$ cat config.mk
export PLATFORM = sky130hd
export DESIGN_NAME = player_action_fsm
export DESIGN_NICKNAME = d
export VERILOG_FILES = /design/src/rtl/player_action_fsm.sv
export SDC_FILE = /design/constraint.sdc
export NUM_CORES = 1
export LEC_CHECK = 0
export CAP_MARGIN = 30
export CORE_MARGIN = 2
export CORE_UTILIZATION = 42
export CTS_BUF_LIST = sky130_fd_sc_hd__clkbuf_16
export CTS_CLUSTER_SIZE = 30
export DETAILED_ROUTE_END_ITERATION = 12
export SYNTH_ARGS = -nofsm -noshare
export SYNTH_HDL_FRONTEND = slang
export SYNTH_SLANG_ARGS = --single-unit
export TNS_END_PERCENT = 100
$ cat constraint.sdc
create_clock -name clk -period 3.77 [get_ports clk]
set_input_delay 1.131 -clock clk [delete_from_list [all_inputs] [get_ports clk]]
set_output_delay 1.131 -clock clk [all_outputs]
set_load 0.05 [all_outputs]
$ cat src/rtl/player_action_fsm.sv
// player_action_fsm: per-player fighter controller. Turns debounced controller
// levels plus opponent hit pulses into fighter state, screen position and shield
// energy. All game-state changes happen on the single clk where the game-tick
// divider wraps, and become visible on the same clk as the tick strobe.
module player_action_fsm #(
    parameter int unsigned TICK_DIV       = 833333,
    parameter int unsigned X_MIN          = 0,
    parameter int unsigned X_MAX          = 560,
    parameter int unsigned X_INIT         = 100,
    parameter int unsigned WALK_STEP      = 2,
    parameter int unsigned JUMP_V0        = 12,
    parameter int unsigned GRAVITY        = 1,
    parameter int unsigned ATTACK_TICKS   = 12,
    parameter int unsigned COOLDOWN_TICKS = 20,
    parameter int unsigned STUN_TICKS     = 30,
    parameter int unsigned SHIELD_MAX     = 120
) (
    input  logic       clk,
    input  logic       rst_n,
    input  logic       left,
    input  logic       right,
    input  logic       up,
    input  logic       down,
    input  logic       attack,
    input  logic       shield,
    input  logic       hit_in,
    output logic       tick,
    output logic [2:0] state,
    output logic [9:0] pos_x,
    output logic [7:0] pos_y,
    output logic       attack_active,
    output logic       shield_active,
    output logic       blocked,
    output logic [6:0] shield_energy
);

    localparam int unsigned CNT_W = $clog2(TICK_DIV);
    localparam int unsigned X_W   = 10;
    localparam int unsigned Y_W   = 8;
    localparam int unsigned TMR_W = 8;
    localparam int unsigned EN_W  = 7;

    localparam logic [CNT_W-1:0] CNT_LAST = CNT_W'(TICK_DIV - 1);

    typedef enum logic [2:0] {
        ST_IDLE     = 3'd0,
        ST_WALK     = 3'd1,
        ST_CROUCH   = 3'd2,
        ST_JUMP     = 3'd3,
        ST_ATTACK   = 3'd4,
        ST_COOLDOWN = 3'd5,
        ST_SHIELD   = 3'd6,
        ST_STUN     = 3'd7
    } state_t;

    // Registers
    logic [CNT_W-1:0]        r_cnt;
    logic                    r_attack_q;
    logic                    r_atk_req;
    logic                    r_hit_req;
    state_t                  r_state;
    logic [X_W-1:0]          r_x;
    logic [Y_W-1:0]          r_y;
    logic signed [Y_W-1:0]   r_vel;
    logic [TMR_W-1:0]        r_timer;
    logic [EN_W-1:0]         r_energy;
    logic                    r_tick;
    logic                    r_attack_active;
    logic                    r_shield_active;
    logic                    r_blocked;

    // Combinational helpers and next-state values
    logic                    w_tick;
    logic                    w_atk_rise;
    logic [X_W-1:0]          w_x_inc;
    logic [X_W-1:0]          w_x_dec;
    logic [X_W-1:0]          w_x_steer;
    logic signed [Y_W+1:0]   w_y_sum;
    logic signed [Y_W-1:0]   w_vel_dec;
    logic [EN_W-1:0]         w_energy_up;
    logic [EN_W-1:0]         w_energy_dn;
    logic [TMR_W-1:0]        w_timer_dec;

    state_t                  w_state_n;
    logic [X_W-1:0]          w_x_n;
    logic [Y_W-1:0]          w_y_n;
    logic signed [Y_W-1:0]   w_vel_n;
    logic [TMR_W-1:0]        w_timer_n;
    logic [EN_W-1:0]         w_energy_n;
    logic                    w_blocked_n;

    // Game-tick strobe: the last count of each divider period
    assign w_tick     = (r_cnt == CNT_LAST);
    assign w_atk_rise = attack & ~r_attack_q;

    // Saturating horizontal steps; left and right together cancel out
    assign w_x_inc   = ((11'(r_x) + 11'(WALK_STEP)) > 11'(X_MAX)) ? X_W'(X_MAX)
                                                                   : r_x + X_W'(WALK_STEP);
    assign w_x_dec   = (11'(r_x) < (11'(X_MIN) + 11'(WALK_STEP))) ? X_W'(X_MIN)
                                                                   : r_x - X_W'(WALK_STEP);
    assign w_x_steer = (left ^ right) ? (right ? w_x_inc : w_x_dec) : r_x;

    // Jump arithmetic in a widened signed domain so landing is detected cleanly
    assign w_y_sum   = $signed({2'b00, r_y}) + $signed({{2{r_vel[Y_W-1]}}, r_vel});
    assign w_vel_dec = r_vel - Y_W'(GRAVITY);

    // Shield energy drains inside SHIELD and recharges elsewhere, both saturating
    assign w_energy_up = (r_energy >= EN_W'(SHIELD_MAX)) ? EN_W'(SHIELD_MAX)
                                                         : r_energy + EN_W'(1);
    assign w_energy_dn = (r_energy == '0) ? '0 : r_energy - EN_W'(1);
    assign w_timer_dec = (r_timer == '0) ? '0 : r_timer - TMR_W'(1);

    // Tick divider and input request latches; requests seen on a tick clk carry over
    always_ff @(posedge clk or negedge rst_n) begin
        if (!rst_n) begin
            r_cnt      <= '0;
            r_attack_q <= 1'b0;
            r_atk_req  <= 1'b0;
            r_hit_req  <= 1'b0;
        end else begin
            r_cnt      <= w_tick ? '0 : r_cnt + CNT_W'(1);
            r_attack_q <= attack;
            r_atk_req  <= w_tick ? w_atk_rise : (r_atk_req | w_atk_rise);
            r_hit_req  <= w_tick ? hit_in : (r_hit_req | hit_in);
        end
    end

    // Next-state, position, timer and energy decisions; only a tick clk changes anything
    always_comb begin
        w_state_n   = r_state;
        w_x_n       = r_x;
        w_y_n       = r_y;
        w_vel_n     = r_vel;
        w_timer_n   = r_timer;
        w_energy_n  = r_energy;
        w_blocked_n = 1'b0;

        if (w_tick) begin
            w_energy_n = (r_state == ST_SHIELD) ? w_energy_dn : w_energy_up;

            if (r_hit_req && (r_state != ST_STUN)) begin
                if (r_state == ST_SHIELD) begin
                    w_blocked_n = 1'b1;
                end else begin
                    w_state_n = ST_STUN;
                    w_timer_n = TMR_W'(STUN_TICKS);
                    w_y_n     = '0;
                    w_vel_n   = '0;
                end
            end else begin
                case (r_state)
                    ST_IDLE, ST_WALK, ST_CROUCH: begin
                        if (r_atk_req) begin
                            w_state_n = ST_ATTACK;
                            w_timer_n = TMR_W'(ATTACK_TICKS);
                        end else if (shield && (r_energy != '0)) begin
                            w_state_n = ST_SHIELD;
                        end else if (up) begin
                            w_state_n = ST_JUMP;
                            w_vel_n   = Y_W'(JUMP_V0);
                        end else if (down) begin
                            w_state_n = ST_CROUCH;
                        end else if (left ^ right) begin
                            w_state_n = ST_WALK;
                            w_x_n     = w_x_steer;
                        end else begin
                            w_state_n = ST_IDLE;
                        end
                    end
                    ST_JUMP: begin
                        w_x_n = w_x_steer;
                        if (w_y_sum <= 10'sd0) begin
                            w_state_n = ST_IDLE;
                            w_y_n     = '0;
                            w_vel_n   = '0;
                        end else begin
                            w_y_n   = w_y_sum[Y_W-1:0];
                            w_vel_n = w_vel_dec;
                        end
                    end
                    ST_ATTACK: begin
                        if (w_timer_dec == '0) begin
                            w_state_n = ST_COOLDOWN;
                            w_timer_n = TMR_W'(COOLDOWN_TICKS);
                        end else begin
                            w_timer_n = w_timer_dec;
                        end
                    end
                    ST_COOLDOWN, ST_STUN: begin
                        w_timer_n = w_timer_dec;
                        if (w_timer_dec == '0) begin
                            w_state_n = ST_IDLE;
                        end
                    end
                    ST_SHIELD: begin
                        if (!shield || (w_energy_dn == '0)) begin
                            w_state_n = ST_IDLE;
                        end
                    end
                    default: begin
                        w_state_n = ST_IDLE;
                    end
                endcase
            end
        end
    end

    // State, position and output registers
    always_ff @(posedge clk or negedge rst_n) begin
        if (!rst_n) begin
            r_state         <= ST_IDLE;
            r_x             <= X_W'(X_INIT);
            r_y             <= '0;
            r_vel           <= '0;
            r_timer         <= '0;
            r_energy        <= EN_W'(SHIELD_MAX);
            r_tick          <= 1'b0;
            r_attack_active <= 1'b0;
            r_shield_active <= 1'b0;
            r_blocked       <= 1'b0;
        end else begin
            r_state         <= w_state_n;
            r_x             <= w_x_n;
            r_y             <= w_y_n;
            r_vel           <= w_vel_n;
            r_timer         <= w_timer_n;
            r_energy        <= w_energy_n;
            r_tick          <= w_tick;
            r_attack_active <= (w_state_n == ST_ATTACK);
            r_shield_active <= (w_state_n == ST_SHIELD);
            r_blocked       <= w_blocked_n;
        end
    end

    assign tick          = r_tick;
    assign state         = r_state;
    assign pos_x         = r_x;
    assign pos_y         = r_y;
    assign attack_active = r_attack_active;
    assign shield_active = r_shield_active;
    assign blocked       = r_blocked;
    assign shield_energy = r_energy;

endmodule

==> results.md <==
- Status: complete, no violations
- Reg2reg start: r_vel[0]
- Worst path depth: 10
- DRC: 0
- Fin. Hold Viols: 0
- Async S/R FF share, synth: 100.0%
- Sequential power share: 49.3%
- Cell count after synthesis: 583
- Commonest cells in the netlist: dfrtp_1, nor2_1, nand2_1, a21oi_1, o21ai_0
- Power per cell area: 274.0 nW/um^2
- Max IR drop VDD: 0.2481 mV
- Post-route cell area: 5602 um^2
- Gp weighted congestion: 0.8973
- Grt ovf: 0
- First-pass GRT wire length: 20410 um
- Slew HR: 35.82%
- Worst Slack Setup Final: 0.4418 ns
- Tcrit/Tclk final: 88.28%
- Initial core utilization: 42.73%
- Critical-path top delay cell: o41a_1
- Top sig layer: met4
- R2r worst-path depth: 10
- First DRT Iteration DRCs: 351
- Largest net degree at the start of global routing: 71
- Worst-path fanout max: 12
- Final setup TNS: 0 ns
- Clk_lat worst skew: 0.33 ns
- Met2 WL: 5597 um
- Boundary Pins: 41
- Setup bufs post-CTS: 0
- Synthesized Nets: 612
- WP data required: 3.99 ns
- Yosys reg bits: 70
- DRT Wirelength: 11660 um
- Worst Hold Class: reg -> reg
- Register area: 1760 um^2
- Post-synth top flop: dfrtp_1
- Layout area overhead: 15.30%
- Largest delay contributor family on the critical path: compound AO/OA/AOI/OAI gates
- Combinational power share: 3.1%
- Yosys cell types: 75
- Rows: 39
- Synth area leader: dfrtp_1
- Routed Antenna Nets: 0
- Clock Path Buffers: 2
- Leak: 2.396 nW
- Worst path arrival time: 3.55 ns
- Min cycle time layout: 3.328 ns
- Crit. End Element: flop
- Hold_ws: 0.4194 ns
- Top-count cell post-synth: dfrtp_1
- Clk slew on worst S/H paths: 0.05 ns
- Yosys top cell area share: 32.45%
- Share of cells above drive strength 1: 6.958%
- Metal-1 WL: 5430 um
- Placement Cell Area: 5349 um^2
- Antenna cells: 0
- Die Height: 111.6 um
- Total Die Area: 12440 um^2
- Fin nets: 642
- Critical path endpoint: r_vel[7]
- I/O Buffers: 39
- YS warnings: 0
- EDFF count, synth: 0
- # resized after CTS: 0
- Max Cap Viol: 0
- Die W: 111.6 um
- DR WL met3: 463 um
- Psw: 0.3366 mW
- Area of the multi-input gates: 2843 um^2
- Slowest stage delay, CP: 0.43 ns
- Sum of buffers and inverters on the critical path: 0
- CP Launch Type: flop
- Vias in the first global route: 4155
- Endpoints failing setup: 0
- Worst slew pin tran: 0.9477 ns
- TritonCTS clock tree: built
- Core box area: 11370 um^2
- CTS Buf Count: 9
- Reg2reg end: r_vel[7]
- Post-CTS Hold Buffers: 0
- Vias: 4407
- Via density: 5.791
- HPWL after detailed placement: 8333 um
- P_int: 1.198 mW
- Worst Setup Path Type: reg -> reg
- Worst Setup SP: r_vel[0]
- GRT Util Overall: 19.56%
- Final Skew: 0.007213 ns
- RSZ-0062 raised after global routing: no
- Sequential element share of the synthesized area: 36.23%
- Fillers: 1092
- Initial antenna violation count: 0
- Clock network power share: 47.7%
- Switching portion of total power: 21.93%
- Top cells by area, synth: dfrtp_1, ha_1, nor2_1
- Clock net sink count: 70
- Setup slack at placement: 0.4479 ns
- Clk root buf: clkbuf_16
- Avg Inst Size Synth: 8.333 um^2
- H-tree depth: 3
- DR pass1 iterations: 5
- Slew Viols, Final: 0
- Worst R2R Setup Slack: 0.44 ns
- F_max: 0.3005 GHz
- Cell Chain, Critical Path: ha_1 -> fa_1 -> a21o_1 -> a221oi_1 -> xor2_1 -> nand4b_1 -> nor4b_1 -> o41a_1 -> and4b_1 -> mux2_2
- Syn Std Cell Area: 4858 um^2
- Drt wl/cell: 15.32 um
[layer usage]
metal / GRT usage [%] / vias to the layer above
li1: - / 2169
met5: 0 / -
met3: 2.776 / 15
met2: 32.03 / 102
met1: 26.81 / 2121
met4: 6.667 / 0
[metrics by stage]
stage / instances / total power [mW] / utilization (%)
after CTS: 761 / 1.558 / 49.27
after detailed placement: 745 / 0.8173 / 47.05
after floorplan: 583 / 0.7849 / -
after global placement: 745 / 0.8166 / 47.05
final: 761 / 1.535 / 49.27
after global routing: 761 / 1.606 / 49.27
[kinds of logic after synthesis]
family | synth area share (%)
adders and majority gates | 5.305
and+or+nand+nor | 26.76
xor gates and xnor gates | 5.408
DFF | 36.23
buffers and inverters | 5.253
other | 0.07719
AOI/OAI and AO/OA | 20.50
muxes | 0.4635
[registers in the layout, indices dropped and copies added (netlist names)]
register and count:
r_hit_req 1, shield_active 1, r_vel 8, blocked 1, pos_y 8, r_timer 8, shield_energy 7, r_atk_req 1
pos_x 9, state 3, r_cnt 20, r_attack_q 1, attack_active 1, tick 1
[power by group through the flow]
stage	clock network [mW]	logic (mW)	registers (mW)
global route	0.797	0.0531	0.756
detailed placement	0	0.0484	0.769
global placement	0	0.0478	0.769
finish	0.732	0.0469	0.756
floorplan	0	0.0156	0.769
CTS	0.754	0.0485	0.756
[layout by cell type, fill, tap and decap left out, types with 5 or more instances in the layout]
cell type / n
clkdlybuf4s50_1: 38
nor2b_1: 6
o21ai_0: 35
and2_1: 6
and3_1: 11
a21o_1: 6
a21oi_1: 36
o21ai_1: 5
a211oi_1: 6
nand2_1: 56
clkbuf_16: 9
nand2b_1: 7
nor2_1: 58
or3_1: 14
nand3_1: 30
a31oi_1: 11
inv_1: 38
nor4_1: 5
dfrtp_1: 63
nand4_1: 10
dfstp_2: 7
xor2_1: 15
xnor2_1: 15
nor3_1: 12
ha_1: 19
[worst min path at each step]
| stage | startpoint | to | slack, ns | depth (start not counted) |
|---|---|---|---|---|
| 3_5_place_dp | r_attack_q | r_atk_req | 0.41 | 1 |
| 3_3_place_gp | r_attack_q | r_atk_req | 0.41 | 1 |
| 5_1_grt | r_attack_q | r_atk_req | 0.45 | 1 |
| 2_1_floorplan | r_attack_q | r_atk_req | 0.40 | 1 |
| 6_report | r_attack_q | r_atk_req | 0.42 | 1 |
| 4_1_cts | r_attack_q | r_atk_req | 0.42 | 1 |
[layout make-up]
type,count,share of cell area (%)
Clock buffer,9,4.021
Clock inverter,7,0.4914
Inverter,35,2.345
Multi-Input combinational cell,453,50.75
Sequential cell,70,31.43
Tap cell,143,3.194
Timing Repair Buffer,44,7.773
Power figures use the tool's default switching activity.
